[config.mk]
export PLATFORM = sky130hd
export DESIGN_NAME = pipe_ctrl
export DESIGN_NICKNAME = d
export VERILOG_FILES = /design/src/rtl/pipe_ctrl_pkg.sv /design/src/rtl/pipe_mem_fsm.sv /design/src/rtl/pipe_ctrl.sv
export SDC_FILE = /design/constraint.sdc
export NUM_CORES = 1
export LEC_CHECK = 0
export CAP_MARGIN = 15
export CORE_MARGIN = 1.5
export CORE_UTILIZATION = 48
export DETAILED_ROUTE_END_ITERATION = 10
export PLACE_DENSITY = 0.79
export SYNTH_ARGS = -nofsm -noshare
export SYNTH_HDL_FRONTEND = slang
export SYNTH_SLANG_ARGS = --single-unit
export TNS_END_PERCENT = 30
[constraint.sdc]
create_clock -name clk -period 2.6 [get_ports clk]
set_clock_uncertainty 0.2 [all_clocks]
set_input_delay 0.39 -clock clk [delete_from_list [all_inputs] [get_ports clk]]
set_output_delay 0.39 -clock clk [all_outputs]
set_load 0.005 [all_outputs]
[src/rtl/pipe_ctrl_pkg.sv]
// Shared encodings for the 3-stage core sequencing controller.
package pipe_ctrl_pkg;

  typedef enum logic [1:0] {
    ST_RUN  = 2'd0,
    ST_REQ  = 2'd1,
    ST_WAIT = 2'd2
  } mem_state_t;

  // Writeback-select code of a load; the decoder derives x_is_load from it.
  localparam logic [1:0] WB_SEL_MEM = 2'b01;

  function automatic logic is_load_sel(input logic [1:0] wb_sel);
    return wb_sel == WB_SEL_MEM;
  endfunction

endpackage

[src/rtl/pipe_mem_fsm.sv]
// Data-memory access sequencer: RUN/REQ/WAIT with a bounded access time.
module pipe_mem_fsm
  import pipe_ctrl_pkg::*;
#(
  parameter int MEM_TIMEOUT = 64
) (
  input  logic clk,
  input  logic rst_n,
  input  logic x_valid,
  input  logic x_mem_access,
  input  logic x_is_load,
  input  logic dmem_gnt,
  input  logic dmem_rvalid,
  output logic dmem_req,
  output logic stall,
  output logic abort,
  output logic mem_err
);

  localparam int TW = (MEM_TIMEOUT > 2) ? $clog2(MEM_TIMEOUT) : 1;
  localparam logic [TW-1:0] TMO_LAST = TW'(MEM_TIMEOUT - 1);

  mem_state_t    state;
  mem_state_t    state_next;
  logic [TW-1:0] tmo_cnt;
  logic          tmo_last;
  logic          done;
  logic          req_comb;
  logic          stall_comb;
  logic          abort_comb;

  assign tmo_last = (tmo_cnt == TMO_LAST);

  // The request is dropped in the final REQ cycle so the abort decision
  // never depends combinationally on a grant answering that request.
  always_comb begin
    state_next = state;
    done       = 1'b0;
    req_comb   = 1'b0;
    stall_comb = 1'b0;
    abort_comb = 1'b0;
    case (state)
      ST_RUN: begin
        if (x_valid && x_mem_access) begin
          req_comb   = 1'b1;
          done       = dmem_gnt && (!x_is_load || dmem_rvalid);
          stall_comb = !done;
          if (!dmem_gnt)  state_next = ST_REQ;
          else if (!done) state_next = ST_WAIT;
        end
      end
      ST_REQ: begin
        req_comb   = !tmo_last;
        done       = !tmo_last && dmem_gnt && (!x_is_load || dmem_rvalid);
        abort_comb = tmo_last;
        stall_comb = !done && !abort_comb;
        if (done || abort_comb) state_next = ST_RUN;
        else if (dmem_gnt)      state_next = ST_WAIT;
      end
      ST_WAIT: begin
        done       = dmem_rvalid;
        abort_comb = !done && tmo_last;
        stall_comb = !done && !abort_comb;
        if (done || abort_comb) state_next = ST_RUN;
      end
      default: state_next = ST_RUN;
    endcase
  end

  assign dmem_req = rst_n & req_comb;
  assign stall    = rst_n & stall_comb;
  assign abort    = rst_n & abort_comb;

  // Counter is held at zero in RUN, so it starts from zero on every entry.
  always_ff @(posedge clk or negedge rst_n) begin
    if (!rst_n) begin
      state   <= ST_RUN;
      tmo_cnt <= '0;
      mem_err <= 1'b0;
    end else begin
      state <= state_next;
      if (state == ST_RUN) tmo_cnt <= '0;
      else                 tmo_cnt <= tmo_cnt + TW'(1);
      if (abort_comb) mem_err <= 1'b1;
    end
  end

endmodule

[src/rtl/pipe_ctrl.sv]
// Stall/flush/forwarding control and W-stage bookkeeping for the F/X/W core.
module pipe_ctrl
  import pipe_ctrl_pkg::*;
#(
  parameter int MEM_TIMEOUT = 64,
  parameter int CNT_W       = 32
) (
  input  logic             clk,
  input  logic             rst_n,
  input  logic             x_valid,
  input  logic             x_reg_write,
  input  logic [4:0]       x_rd,
  input  logic [4:0]       x_adr1,
  input  logic [4:0]       x_adr2,
  input  logic             x_mem_access,
  input  logic             x_is_load,
  input  logic             x_redirect,
  input  logic             dmem_gnt,
  input  logic             dmem_rvalid,
  output logic             dmem_req,
  output logic             stall_f,
  output logic             stall_x,
  output logic             flush_x,
  output logic             fwd_a,
  output logic             fwd_b,
  output logic             w_valid,
  output logic             w_we,
  output logic [4:0]       w_rd,
  output logic             mem_err,
  output logic [CNT_W-1:0] stall_cnt
);

  logic stall;
  logic abort;

  pipe_mem_fsm #(
    .MEM_TIMEOUT(MEM_TIMEOUT)
  ) u_mem_fsm (
    .clk         (clk),
    .rst_n       (rst_n),
    .x_valid     (x_valid),
    .x_mem_access(x_mem_access),
    .x_is_load   (x_is_load),
    .dmem_gnt    (dmem_gnt),
    .dmem_rvalid (dmem_rvalid),
    .dmem_req    (dmem_req),
    .stall       (stall),
    .abort       (abort),
    .mem_err     (mem_err)
  );

  assign stall_f = stall;
  assign stall_x = stall;
  assign flush_x = rst_n & x_valid & x_redirect & ~stall;

  // w_we already excludes rd = 0, so x0 can never be forwarded.
  assign fwd_a = w_we & (w_rd == x_adr1);
  assign fwd_b = w_we & (w_rd == x_adr2);

  always_ff @(posedge clk or negedge rst_n) begin
    if (!rst_n) begin
      w_valid <= 1'b0;
      w_we    <= 1'b0;
      w_rd    <= '0;
    end else if (stall) begin
      w_valid <= 1'b0;
      w_we    <= 1'b0;
    end else begin
      w_valid <= x_valid & ~abort;
      w_rd    <= x_rd;
      w_we    <= x_valid & x_reg_write & (x_rd != 5'd0) & ~abort;
    end
  end

  always_ff @(posedge clk or negedge rst_n) begin
    if (!rst_n) begin
      stall_cnt <= '0;
    end else if (stall && (stall_cnt != {CNT_W{1'b1}})) begin
      stall_cnt <= stall_cnt + CNT_W'(1);
    end
  end

endmodule

==> flow_summary.ini <==
[floorplanning]
floorplan.initialDensity_pct = 51.2
dieWidth_um = 74.9
fp.dieArea_um2 = 5610
design.core.area_um2 = 4850
count_of_boundary_i_o_pins = 70
placementRows = 25
chipHeight_um = 74.9

[worst_setup_path]
critical_path_arrival_ns = 2.03
rr_worst_depth = 10
crit_path_start_kind = register
slowest_stage = sky130_fd_sc_hd__dfrtp_1
worst_endpoint_required_time_ns = 2.01
path_cells = inv_2, ha_2, and2b_4, or3_1, a22o_1, nand2_2, nand2_1, nor2_1, buf_2
slowest_delay_ns = 0.42
worstSetupPathType = reg -> out
endpoint_kind = output port
timing.critical_path.fanout_max = 3

[placed_design]
post_dp_cell_area_um2 = 3350
numPlacedInstances = 378
finalWeightedCongestion = 0.797
port_buffers = 69
detailed_place_hpwl_um = 4120

[clocking]
clock_path_buffers = 2
htree_num_levels = 2
tritoncts.num_buffers = 5
cts_tree = yes
clkTransAtPathRegs_ns = 0.08
root_buffer = sky130_fd_sc_hd__clkbuf_8
worstSkewPairLatency_ns = 0.29
numClockSinks = 48

[grt]
grt_pass1_vias = 1833
grt_first_pass_wirelength_um = 8560
total_congestion_overflow_after_global_routing = 0
grt_start_max_net_pins = 44
track_usage_pct = 20.0
initial_antenna_violation_count = 0

[job]
drv_cap = 0

[routing]
first_pass_iters = 4
route.antenna.remaining_nets = 0
drt-initial-drc-count = 115
dr_total_vias = 2013
post_drt_via_cell_ratio = 5.17
drt_wl_total_um = 5500
drt_drc_violations_left = 0
wl_per_cell_um = 14.1

[pwr]
share_seq_of_total_power_pct = 42.9
static-leakage-power_uw = 0.00156
finalPower_uw = 2230
swShare_pct = 29.7
irDropWorstVdd_v = 0.000465
pwr_density_cell_nw_per_um2 = 640
power_switching_uw = 662
comb_power_share_pct = 33.7
power_report.internal_total_uw = 1570
clock_share_of_power_pct = 23.3

[timing]
min_period_ns = 2.62
post-route-worst-setup-slack_ns = -0.0188
timing.final.crit_share_pct = 101
worst-slew-pin-transition_ns = 0.537
timing.final.setup_violations = 3
setup_repair_after_global_routing_missed_its_margin = true
fin_hold_ws_ns = 0.289
clock.fmax_mhz = 382
max_slew_margin_pct = 64.2
final.setup.tns_ns = -0.0277
maxSlewViolCount = 0
hold_violations = 0

[min_path]
min_path_type = reg -> reg
hold-path-cell-count = 1

[yosys]
synth.avg_cell_area_um2 = 10.8
synth_largest_area_cell = sky130_fd_sc_hd__dfrtp_1
yosys_warnings = 0
seq_area_frac_synth_pct = 48.4
synth_nets = 260
postSynthCellCount = 230
synthTopCellsByArea = sky130_fd_sc_hd__dfrtp_1, sky130_fd_sc_hd__xnor2_1, sky130_fd_sc_hd__xor2_1, sky130_fd_sc_hd__nand4_1, sky130_fd_sc_hd__nand3_1
synth-seq-cells = 48
cell_area_after_synthesis_um2 = 2480
synth.lib_cells_used.distinct = 39
synth.top_cell.area_share_pct = 48.4

[final_layout]
antennaDiodeCount = 0
post_route_cells_drive_above_1_share_pct = 17.1
layout.cells.most_common = sky130_fd_sc_hd__clkdlybuf4s50_1
final_design_area_no_fill_um2 = 3490
layout.nets = 351
area.growth.synth_to_final_pct = 40.5
layout.cells.most_common_list = sky130_fd_sc_hd__clkdlybuf4s50_1, sky130_fd_sc_hd__dfrtp_1, sky130_fd_sc_hd__xnor2_1
post_layout_nonfiller_instances = 389
layout.filler_cells = 362

[status]
failed_checks = setup timing
outcome = complete, but fails checks
-- worst max-delay path, delay by kind of cell (launching register included) --
family | cells | cell delay [ns]
AND/OR/NAND/NOR | 5 | 0.74
flip-flops | 1 | 0.42
AO/OA/AOI/OAI | 1 | 0.24
adder cells (fa/ha/maj) | 1 | 0.17
buffers and inverters | 2 | 0.17
-- metrics by stage --
stage | setup WS, ns | util, %
finish | -0.0188 | 71.9
global route | -0.135 | 71.9
CTS | -0.0586 | 71.8
detailed placement | -0.428 | 69.0
global placement | -0.388 | 69.0
floorplan | 0.135 | -
-- synth_stat cells --
| library cell | instances |
|---|---|
| sky130_fd_sc_hd__nor2b_2 | 1 |
| sky130_fd_sc_hd__nand4_1 | 14 |
| sky130_fd_sc_hd__and2b_2 | 1 |
| sky130_fd_sc_hd__and4_1 | 6 |
| sky130_fd_sc_hd__xor2_1 | 18 |
| sky130_fd_sc_hd__nor2_1 | 18 |
| sky130_fd_sc_hd__or4_1 | 1 |
| sky130_fd_sc_hd__buf_6 | 4 |
| sky130_fd_sc_hd__and3_2 | 1 |
| sky130_fd_sc_hd__or2_2 | 1 |
| sky130_fd_sc_hd__xnor2_1 | 27 |
| sky130_fd_sc_hd__a211oi_1 | 1 |
| sky130_fd_sc_hd__or3_1 | 1 |
| sky130_fd_sc_hd__clkbuf_1 | 1 |
| sky130_fd_sc_hd__and2_1 | 2 |
| sky130_fd_sc_hd__nand4_2 | 2 |
| sky130_fd_sc_hd__nand3_1 | 16 |
| sky130_fd_sc_hd__nand3_2 | 2 |
| sky130_fd_sc_hd__nand2_1 | 13 |
| sky130_fd_sc_hd__nor3_1 | 4 |
| sky130_fd_sc_hd__mux2i_1 | 2 |
| sky130_fd_sc_hd__and3b_1 | 1 |
| sky130_fd_sc_hd__buf_4 | 1 |
| sky130_fd_sc_hd__dfrtp_1 | 48 |
| sky130_fd_sc_hd__nor2b_1 | 2 |
| sky130_fd_sc_hd__a21boi_0 | 1 |
| sky130_fd_sc_hd__mux2_2 | 6 |
| sky130_fd_sc_hd__a21oi_1 | 2 |
| sky130_fd_sc_hd__inv_1 | 6 |
| sky130_fd_sc_hd__a22o_1 | 1 |
| sky130_fd_sc_hd__a32oi_1 | 1 |
| sky130_fd_sc_hd__and3_1 | 9 |
| sky130_fd_sc_hd__nand2b_1 | 1 |
| sky130_fd_sc_hd__buf_2 | 1 |
| sky130_fd_sc_hd__o21ai_0 | 4 |
| sky130_fd_sc_hd__and2b_4 | 1 |
| sky130_fd_sc_hd__nor4_1 | 2 |
| sky130_fd_sc_hd__ha_1 | 6 |
| sky130_fd_sc_hd__and4bb_2 | 1 |
-- power by group through the flow --
stage / Combinational, µW / Sequential [µW] / Clock (µW)
finish: 753 / 959 / 520
global route: 817 / 975 / 568
CTS: 755 / 960 / 534
detailed placement: 725 / 969 / 0
global placement: 711 / 965 / 0
floorplan: 378 / 955 / 0
-- area by class of cell --
| type | count | area, µm² | share of cell area, % |
|---|---|---|---|
| clock buffer | 6 | 72.6 | 2.08 |
| tap | 67 | 83.8 | 2.40 |
| clock inverter | 2 | 35.0 | 1.00 |
| timing repair buffer | 91 | 857 | 24.6 |
| sequential | 48 | 1200 | 34.4 |
| inverter | 6 | 22.5 | 0.646 |
| multi-input combinational | 169 | 1220 | 34.9 |
-- registers in the layout, indices dropped and copies added (netlist names) --
signal / cells
w_valid: 1
u_mem_fsm.mem_err: 1
u_mem_fsm.state: 2
u_mem_fsm.tmo_cnt: 6
w_rd: 5
stall_cnt: 32
w_we: 1
-- worst paths after layout --
check,slack (ns),from,end
min in group asynchronous,0.38,rst_n,u_mem_fsm.state[0]
max in group asynchronous,1.08,rst_n,stall_cnt[21]
setup / recovery,-0.02,u_mem_fsm.state[0],flush_x
setup reg to reg,0.11,u_mem_fsm.state[0],stall_cnt[13]
hold reg to reg,0.29,u_mem_fsm.mem_err,u_mem_fsm.mem_err
hold / removal,0.29,u_mem_fsm.mem_err,u_mem_fsm.mem_err
-- timing repair --
action	CTS	global route
resized for setup	19	3
hold buffers	1	0
setup endpoints to repair	3	7
hold endpoints to repair	7	0
buffers inserted	2	0
pin swaps	5	3
-- metal layers --
metal | global-route usage (%) | up-vias | part of all wire [%] | wire (µm)
met2 | 31.3 | 51 | 48 | 2640
met4 | 6.06 | 0 | 0.76 | 42
met1 | 27.8 | 975 | 45 | 2490
li1 | - | 983 | - | -
met5 | 0 | - | 0 | 0
met3 | 4.95 | 4 | 6.1 | 335
-- cells by family (layout without fill, tap and decap cells) --
| family | Yosys count | in the layout | synth area share (%) |
|---|---|---|---|
| xor+xnor | 45 | 45 | 15.9 |
| flops | 48 | 48 | 48.4 |
| fa+ha+maj | 6 | 6 | 3.02 |
| simple gates | 100 | 100 | 23.3 |
| buf+inv | 13 | 105 | 3.38 |
| compound gates | 10 | 10 | 2.52 |
| mux | 8 | 8 | 3.53 |
Note: power is estimated with default switching activity, not from simulation.
